File: config.mk
export PLATFORM = sky130hd
export DESIGN_NAME = matrix_buffer_seq
export DESIGN_NICKNAME = d
export VERILOG_FILES = /design/src/rtl/matrix_buffer_seq.sv
export SDC_FILE = /design/constraint.sdc
export NUM_CORES = 1
export LEC_CHECK = 0
export ABC_AREA = 1
export CORE_AREA = 2 2 209 211
export CTS_BUF_LIST = sky130_fd_sc_hd__clkbuf_8
export CTS_CLUSTER_SIZE = 8
export DETAILED_ROUTE_END_ITERATION = 10
export DIE_AREA = 0 0 211 213
export PLACE_DENSITY = 0.72
export SLEW_MARGIN = 10
export SYNTH_ARGS = -nofsm -noshare
export SYNTH_HDL_FRONTEND = slang
export SYNTH_SLANG_ARGS = --single-unit
File: constraint.sdc
create_clock -name clk -period 2.07 [get_ports clk]
set_input_delay 0.207 -clock clk [delete_from_list [all_inputs] [get_ports clk]]
set_output_delay 0.207 -clock clk [all_outputs]
set_load 0.03 [all_outputs]
File: src/rtl/matrix_buffer_seq.sv
// Port sequencer for sram_matrix_buffer_wide: loads rows from a valid/ready stream into
// consecutive buffer addresses, then drains them back out through a 2-entry skid FIFO.
module matrix_buffer_seq #(
    parameter int ARR_WIDTH  = 16,
    parameter int ADDR_DEPTH = 128,
    parameter int ADDR_W     = 7
) (
    input  logic                   clk,
    input  logic                   reset_n,
    input  logic                   start_load,
    input  logic                   start_drain,
    input  logic [ADDR_W:0]        num_rows,
    input  logic                   s_valid,
    output logic                   s_ready,
    input  logic [ARR_WIDTH*8-1:0] s_data,
    output logic                   m_valid,
    input  logic                   m_ready,
    output logic [ARR_WIDTH*8-1:0] m_data,
    output logic                   sram_enable,
    output logic                   sram_wr_en,
    output logic [ADDR_W-1:0]      sram_addr,
    output logic [ARR_WIDTH*8-1:0] sram_wdata,
    input  logic [ARR_WIDTH*8-1:0] sram_rdata,
    output logic                   busy,
    output logic                   done
);

    localparam int DW = ARR_WIDTH * 8;
    localparam logic [ADDR_W:0] DEPTH_L = (ADDR_W + 1)'(ADDR_DEPTH);
    localparam logic [ADDR_W:0] ONE_L   = (ADDR_W + 1)'(1);

    typedef enum logic [1:0] {IDLE, LOAD, DRAIN, DONE} state_t;

    state_t          state_q, state_d;
    logic [ADDR_W:0] n_q, n_d;
    logic [ADDR_W:0] wr_ptr_q, wr_ptr_d;
    logic [ADDR_W:0] rd_ptr_q, rd_ptr_d;
    logic [ADDR_W:0] out_cnt_q, out_cnt_d;
    logic            inflight_q, inflight_d;
    logic [1:0]      fifo_cnt_q, fifo_cnt_d;
    logic            fifo_wr_q, fifo_wr_d;
    logic            fifo_rd_q, fifo_rd_d;
    logic [DW-1:0]   fifo_q [2];

    logic            num_ok;
    logic            accept;
    logic            issue;
    logic            push;
    logic            pop;
    logic [2:0]      credit;

    assign num_ok  = (num_rows != '0) && (num_rows <= DEPTH_L);
    assign s_ready = (state_q == LOAD);
    assign busy    = (state_q == LOAD) || (state_q == DRAIN);
    assign done    = (state_q == DONE);
    assign m_valid = (fifo_cnt_q != 2'd0);
    assign m_data  = fifo_q[fifo_rd_q];

    assign accept  = (state_q == LOAD) && s_valid;
    assign push    = inflight_q;
    assign pop     = m_valid && m_ready;
    // A row leaving this cycle frees its slot, which keeps the read pipe full under m_ready=1.
    assign credit  = {1'b0, fifo_cnt_q} + {2'b0, inflight_q};
    assign issue   = (state_q == DRAIN) && (rd_ptr_q < n_q) && (credit < (3'd2 + {2'b0, pop}));

    assign sram_enable = !(accept || issue);
    assign sram_wr_en  = !accept;
    assign sram_addr   = accept ? wr_ptr_q[ADDR_W-1:0] :
                         issue  ? rd_ptr_q[ADDR_W-1:0] : '0;
    assign sram_wdata  = accept ? s_data : '0;

    always_comb begin
        state_d    = state_q;
        n_d        = n_q;
        wr_ptr_d   = wr_ptr_q;
        rd_ptr_d   = rd_ptr_q;
        out_cnt_d  = out_cnt_q;
        inflight_d = issue;
        fifo_cnt_d = fifo_cnt_q + {1'b0, push} - {1'b0, pop};
        fifo_wr_d  = fifo_wr_q ^ push;
        fifo_rd_d  = fifo_rd_q ^ pop;
        case (state_q)
            IDLE: begin
                if ((start_load || start_drain) && num_ok) begin
                    state_d    = start_load ? LOAD : DRAIN;
                    n_d        = num_rows;
                    wr_ptr_d   = '0;
                    rd_ptr_d   = '0;
                    out_cnt_d  = '0;
                    fifo_cnt_d = 2'd0;
                    fifo_wr_d  = 1'b0;
                    fifo_rd_d  = 1'b0;
                end
            end
            LOAD: begin
                if (accept) begin
                    wr_ptr_d = wr_ptr_q + ONE_L;
                    if (wr_ptr_q == n_q - ONE_L) begin
                        state_d = DONE;
                    end
                end
            end
            DRAIN: begin
                if (issue) begin
                    rd_ptr_d = rd_ptr_q + ONE_L;
                end
                if (pop) begin
                    out_cnt_d = out_cnt_q + ONE_L;
                    if (out_cnt_q == n_q - ONE_L) begin
                        state_d = DONE;
                    end
                end
            end
            DONE: state_d = IDLE;
            default: state_d = IDLE;
        endcase
    end

    always_ff @(posedge clk or negedge reset_n) begin
        if (!reset_n) begin
            state_q    <= IDLE;
            n_q        <= '0;
            wr_ptr_q   <= '0;
            rd_ptr_q   <= '0;
            out_cnt_q  <= '0;
            inflight_q <= 1'b0;
            fifo_cnt_q <= 2'd0;
            fifo_wr_q  <= 1'b0;
            fifo_rd_q  <= 1'b0;
        end else begin
            state_q    <= state_d;
            n_q        <= n_d;
            wr_ptr_q   <= wr_ptr_d;
            rd_ptr_q   <= rd_ptr_d;
            out_cnt_q  <= out_cnt_d;
            inflight_q <= inflight_d;
            fifo_cnt_q <= fifo_cnt_d;
            fifo_wr_q  <= fifo_wr_d;
            fifo_rd_q  <= fifo_rd_d;
        end
    end

    genvar gi;
    generate
        for (gi = 0; gi < 2; gi++) begin : g_fifo
            always_ff @(posedge clk or negedge reset_n) begin
                if (!reset_n) begin
                    fifo_q[gi] <= '0;
                end else if (push && (fifo_wr_q == 1'(gi))) begin
                    fifo_q[gi] <= sram_rdata;
                end
            end
        end
    endgenerate

endmodule

* Word level (Yosys, flattened, before mapping)
Index checks and enable logic that the tools add are counted.
** Storage, ports and cells
- Register bits :: 295
- Word-level logic and storage cells :: 87
** Operators by class
- Add/subtract/negate cells :: 8
- $lt $le $gt $ge :: 4
- Equality and inequality tests :: 11
- Multiplexer cells :: 26
- Bitwise logic cells :: 4
- Reduce and logical (&&, ||, !) cells :: 23
** Operators by type and width (count)
- $mux 128 :: 4
- $pmux 8 s2 :: 3
- $mux 8 :: 4
- $add 8x1->8 const B :: 3
- $eq 8x8->1 :: 2
- $mux 2 :: 8
- $mux 7 :: 2
- $reduce_and 3->1 :: 3
- $le 8x8->1 const B :: 1
- $logic_and 1x1->1 :: 8
- $lt 8x8->1 :: 1
- $pmux 2 s4 :: 1
- $reduce_bool 8->1 :: 1
- $sub 8x1->8 const B :: 1
- $ne 2x1->1 const B :: 3
- $ne 2x2->1 const B :: 3
- $reduce_bool 2->1 :: 3
- $reduce_and 5->1 :: 1
- $eq 2x2->1 const B :: 2
- $mux 1 :: 4
- $add 2x1->3 :: 1
- $add 2x1->3 const A :: 1
- $logic_or 1x1->1 :: 3
- $lt 3x3->1 :: 1
- 10 further kinds :: 12

* Logic depth before layout (Yosys ltp)
- Word-level depth :: 7
- Depth in mapped cells :: 16
- Gate-level depth less buffers :: 15

* Worst setup path after synthesis
OpenSTA, ideal clock, no wires.
- Path type :: register to output
- From :: register state_q[1]
- To :: output port sram_wdata[118]
- Arrival time :: 1.999 ns
- Setup slack :: -0.136 ns
- Stages on the path, launching flop included :: 7
- Path through :: dfrtp_1 inv_1 ha_1 nand2_1 clkbuf_1 clkbuf_1 nor2_1
** Between the ends
- Longest elaborated chain between the ends :: 3
** Ends and longest elaborated chain
- start: declaration :: line 34 : state_t state_q, state_d;
- start signal: assignment :: line 131 : state_q <= state_d;
- $eq 2x1->1
- via s_ready :: line 14 : output logic s_ready,
- $logic_and 1x1->1 :: line 59 : assign accept = (state_q == LOAD) && s_valid;
- $mux 128 :: line 70 : assign sram_wdata = accept ? s_data : '0;
- end: declaration :: line 22 : output logic [ARR_WIDTH*8-1:0] sram_wdata,
The timed path passes the listed nets, and every way through them passes these cells.

* Worst setup path after layout
- From :: register n_q[3]
- To :: output port sram_addr[0]
** Between the ends
- Longest elaborated chain between the ends :: 5
** Ends and longest elaborated chain
- start: declaration :: line 35 : logic [ADDR_W:0] n_q, n_d;
- start signal: assignment :: line 132 : n_q <= n_d;
- $lt 8x8->1 :: line 64 : assign issue = (state_q == DRAIN) && (rd_ptr_q < n_q) && (credit < (3'd2 + {2'b0, pop}));
- $logic_and 1x1->1 (2 in a row) :: line 64
- $mux 7 :: line 69 : issue ? rd_ptr_q[ADDR_W-1:0] : '0;
- $mux 7 :: line 68 : assign sram_addr = accept ? wr_ptr_q[ADDR_W-1:0] :
- end: declaration :: line 21 : output logic [ADDR_W-1:0] sram_addr,
Every way passes these cells.

==> summary.md <==
| Metric | Value |
|---|---|
| Primary FF master, synth | dfrtp_1 |
| Final Instance Area | 27340 sq um |
| I/O Buffers | 538 |
| Min Tclk post-route | 2.476 ns |
| Max Cap Viol | 0 |
| Max IR drop VDD | 0.0007443 V |
| Die width | 211 microns |
| Die ar. | 44940 sq um |
| Seq. cell area | 7387 sq um |
| Pin count of the biggest net entering global routing | 95 |
| Commonest non-fill, non-tap cell in the layout | inv_1 |
| CTS clk-pin slew, worst paths | 0.07 ns |
| Failing checks | setup timing |
| Post-Syn Nets | 2068 |
| Drt total wl | 66090 microns |
| Syn avg cell area | 8.344 sq um |
| Worst slew pin tran | 0.5102 ns |
| Clk Tree Root Cell | clkbuf_8 |
| GP Congestion | 1.088 |
| WP data arrival | 2.27 ns |
| Drt pass-1 iters | 5 |
| Clk buf depth | 3 |
| Setup_tns | -21.13 ns |
| R2r setup slk | -0.01 ns |
| Final setup violation count | 153 |
| CP dominant cell by count | nand2_4 |
| CP Launch Type | register |
| Area of the multi-input gates | 8421 sq um |
| Vias in the first global route | 15460 |
| Initial DRC Count | 914 |
| CP max-delay cell | dfrtp_1 |
| Avg WL per Cell | 21.99 microns |
| WP buf/inv | 2 |
| CP max FO | 4 |
| Post-synth ARST share | 100.0% |
| Clock Latency Late Sink | 0.57 ns |
| Post-Syn Area | 14830 sq um |
| Drt drc | 0 |
| RR Startpoint | n_q[7]$_DFFE_PN0P_ |
| Fin. max-slew vios | 0 |
| First-pass GRT wire length | 92340 microns |
| Nets | 2712 |
| RSZ-0062 raised after global routing | yes |
| Total track usage | 27.31% |
| Vias | 15120 |
| Hold Vio Cnt, Final | 0 |
| Max transition margin | 65.99% |
| Share of cells above drive strength 1 | 40.32% |
| Setup WS post-layout | -0.4064 ns |
| Post-DRT Antenna Nets | 0 |
| Gate Count Post-Synth | 1777 |
| Worst reg2reg path depth | 10 |
| Area Growth Syn to Fin | 84.40% |
| Num Clock Sinks | 295 |
| Starting Density | 34.73% |
| Worst setup path class | reg -> out |
| Seq cells post-synth | 295 |
| Worst EP required | 1.86 ns |
| Crit path cell chain | inv_2 > ha_4 > a21oi_2 > nand2_2 > a31o_1 > nand2_4 > nand2_4 > o21ai_4 > buf_6 |
| Commonest non-fill, non-tap cells in the layout | inv_1 (324), dfrtp_1 (293), nand2_1 (269) |
| Yosys warning count | 0 |
| Clock Skew | 0.01802 ns |
| Synth unique cells | 37 |
| Rows | 76 |
| Setup crit end kind | primary output |
| Run status | finished, violations left |
| Core area | 42700 sq um |
| Place WS | 0.001445 ns |
| Crit path max-delay family | compound AO/OA/AOI/OAI gates |
| Leakage | 12.49 nW |
| Crit share post-route | 119.6% |
| Antenna violations before repair | 13 |
| Die Y | 213 microns |
| IO Pins | 539 |
| R2r endpoint | rd_ptr_q[7]$_DFFE_PN0P_ |
| TritonCTS clock tree | yes |
| Hold Slack | 0.1812 ns |
| CP max stage delay | 0.39 ns |
| Fillers | 3111 |
| DR vias/cell | 5.030 |
| Highest clock rate | 0.4038 GHz |
| Inserted Clock Buffers | 50 |
| Post-Place Cell Area | 22000 sq um |
| Final core occ | 64.03% |
| Type of the worst min-delay path | in -> async |
| Pwr Density | 1563 nW/um^2 |
| Gr ovfl total | 0 |
| H-tree levels | 2 |
| HPWL Detailed | 46370 microns |
| Post-synth EDFFs | 0 |
| Register area share after synthesis | 49.79% |
-- worst register-to-register path, delay by kind of cell, from the launching register on --
family / cells / cell delay, ns
flip-flops: 1 / 0.41
buffers and inverters: 2 / 0.19
AND/OR/NAND/NOR: 5 / 0.46
AO/OA/AOI/OAI: 2 / 0.59
adder cells (fa/ha/maj): 1 / 0.32
-- per-layer routing --
metal  GRT usage, %  share of wire (%)  up-vias
li1               -                  -     6864
met2          48.43                 51      669
met3          7.501                7.4      208
met4          21.25                8.9       10
met1          27.11                 32     7368
met5              0              0.080        -
-- cells by family (layout without fill, tap and decap cells) --
family / count (synthesis) / count (layout) / share of synthesized area [%]
AOI/OAI and AO/OA: 301 / 301 / 10.52
xor gates and xnor gates: 19 / 19 / 1.122
adders and majority gates: 21 / 21 / 1.772
buffers and inverters: 403 / 1078 / 10.40
DFF: 295 / 295 / 49.79
muxes: 128 / 128 / 9.722
other: 0 / 7 / 0
and+or+nand+nor: 610 / 611 / 16.67
-- per-stage QoR --
step / std cells / total power, W
2_1_floorplan: 1777 / 0.02084
3_3_place_gp: 2836 / 0.02902
3_5_place_dp: 2836 / 0.02951
4_1_cts: 2986 / 0.03891
5_1_grt: 3002 / 0.04484
6_report: 3006 / 0.04273
-- state kept, by name, summed over array words and instances, names as in the netlist --
| name | cells |
|---|---|
| fifo_rd_q | 1 |
| fifo_q | 256 |
| out_cnt_q | 8 |
| wr_ptr_q | 8 |
| fifo_wr_q | 1 |
| fifo_cnt_q | 2 |
| n_q | 8 |
| inflight_q | 1 |
| rd_ptr_q | 8 |
| state_q | 2 |
-- report_power, final --
group          switching, W  internal (W)
combinational        0.0152        0.0122
clock               0.00237       0.00297
sequential          0.00153       0.00849
total                0.0191        0.0237
-- synth_stat cells (5+ instances only) --
| library cell | n | area (sq um) |
|---|---|---|
| nand2_1 | 368 | 1381 |
| inv_1 | 310 | 1164 |
| dfrtp_1 | 295 | 7382 |
| o21ai_0 | 283 | 1416 |
| nor2_1 | 158 | 593.1 |
| mux2_2 | 128 | 1441 |
| clkbuf_1 | 63 | 236.5 |
| nand3_1 | 46 | 230.2 |
| buf_2 | 23 | 115.1 |
| ha_1 | 21 | 262.8 |
| xor2_1 | 15 | 131.4 |
| nand4_1 | 10 | 62.56 |
| o31ai_1 | 6 | 45.04 |
| nor3_1 | 5 | 25.02 |
-- worst max-delay path by stage --
stage,start,to,depth (start not counted),slack [ns]
after floorplan,n_q[3]$_DFFE_PN0P_,sram_addr[0],8,-0.12
after global placement,n_q[3]$_DFFE_PN0P_,sram_addr[2],9,0.05
after detailed placement,fifo_rd_q$_DFF_PN0_,m_data[43],4,0.001
after CTS,n_q[1]$_DFFE_PN0P_,sram_addr[0],11,-0.41
after global routing,n_q[3]$_DFFE_PN0P_,sram_addr[0],9,-0.49
final,n_q[3]$_DFFE_PN0P_,sram_addr[0],9,-0.41
-- final cells by class --
cell class / count / area share [%]
clock inverters: 24 / 0.6453
diodes: 7 / 0.06407
repair buffers: 680 / 31.64
flip-flops and latches: 295 / 27.02
well taps: 546 / 2.499
inverters: 314 / 4.311
multi-input cells: 1080 / 30.80
clock buffers: 60 / 3.020
-- what timing repair did --
action / CTS / global route
endpoints found under the hold margin: 189 / 0
hold buffers: 1 / 0
buffers inserted: 41 / 15
resized for setup: 1398 / 379
cloned: 28 / 13
endpoints found under the setup margin: 268 / 262
pin swaps: 43 / 85
No activity file was read; power rests on OpenSTA's default activity.
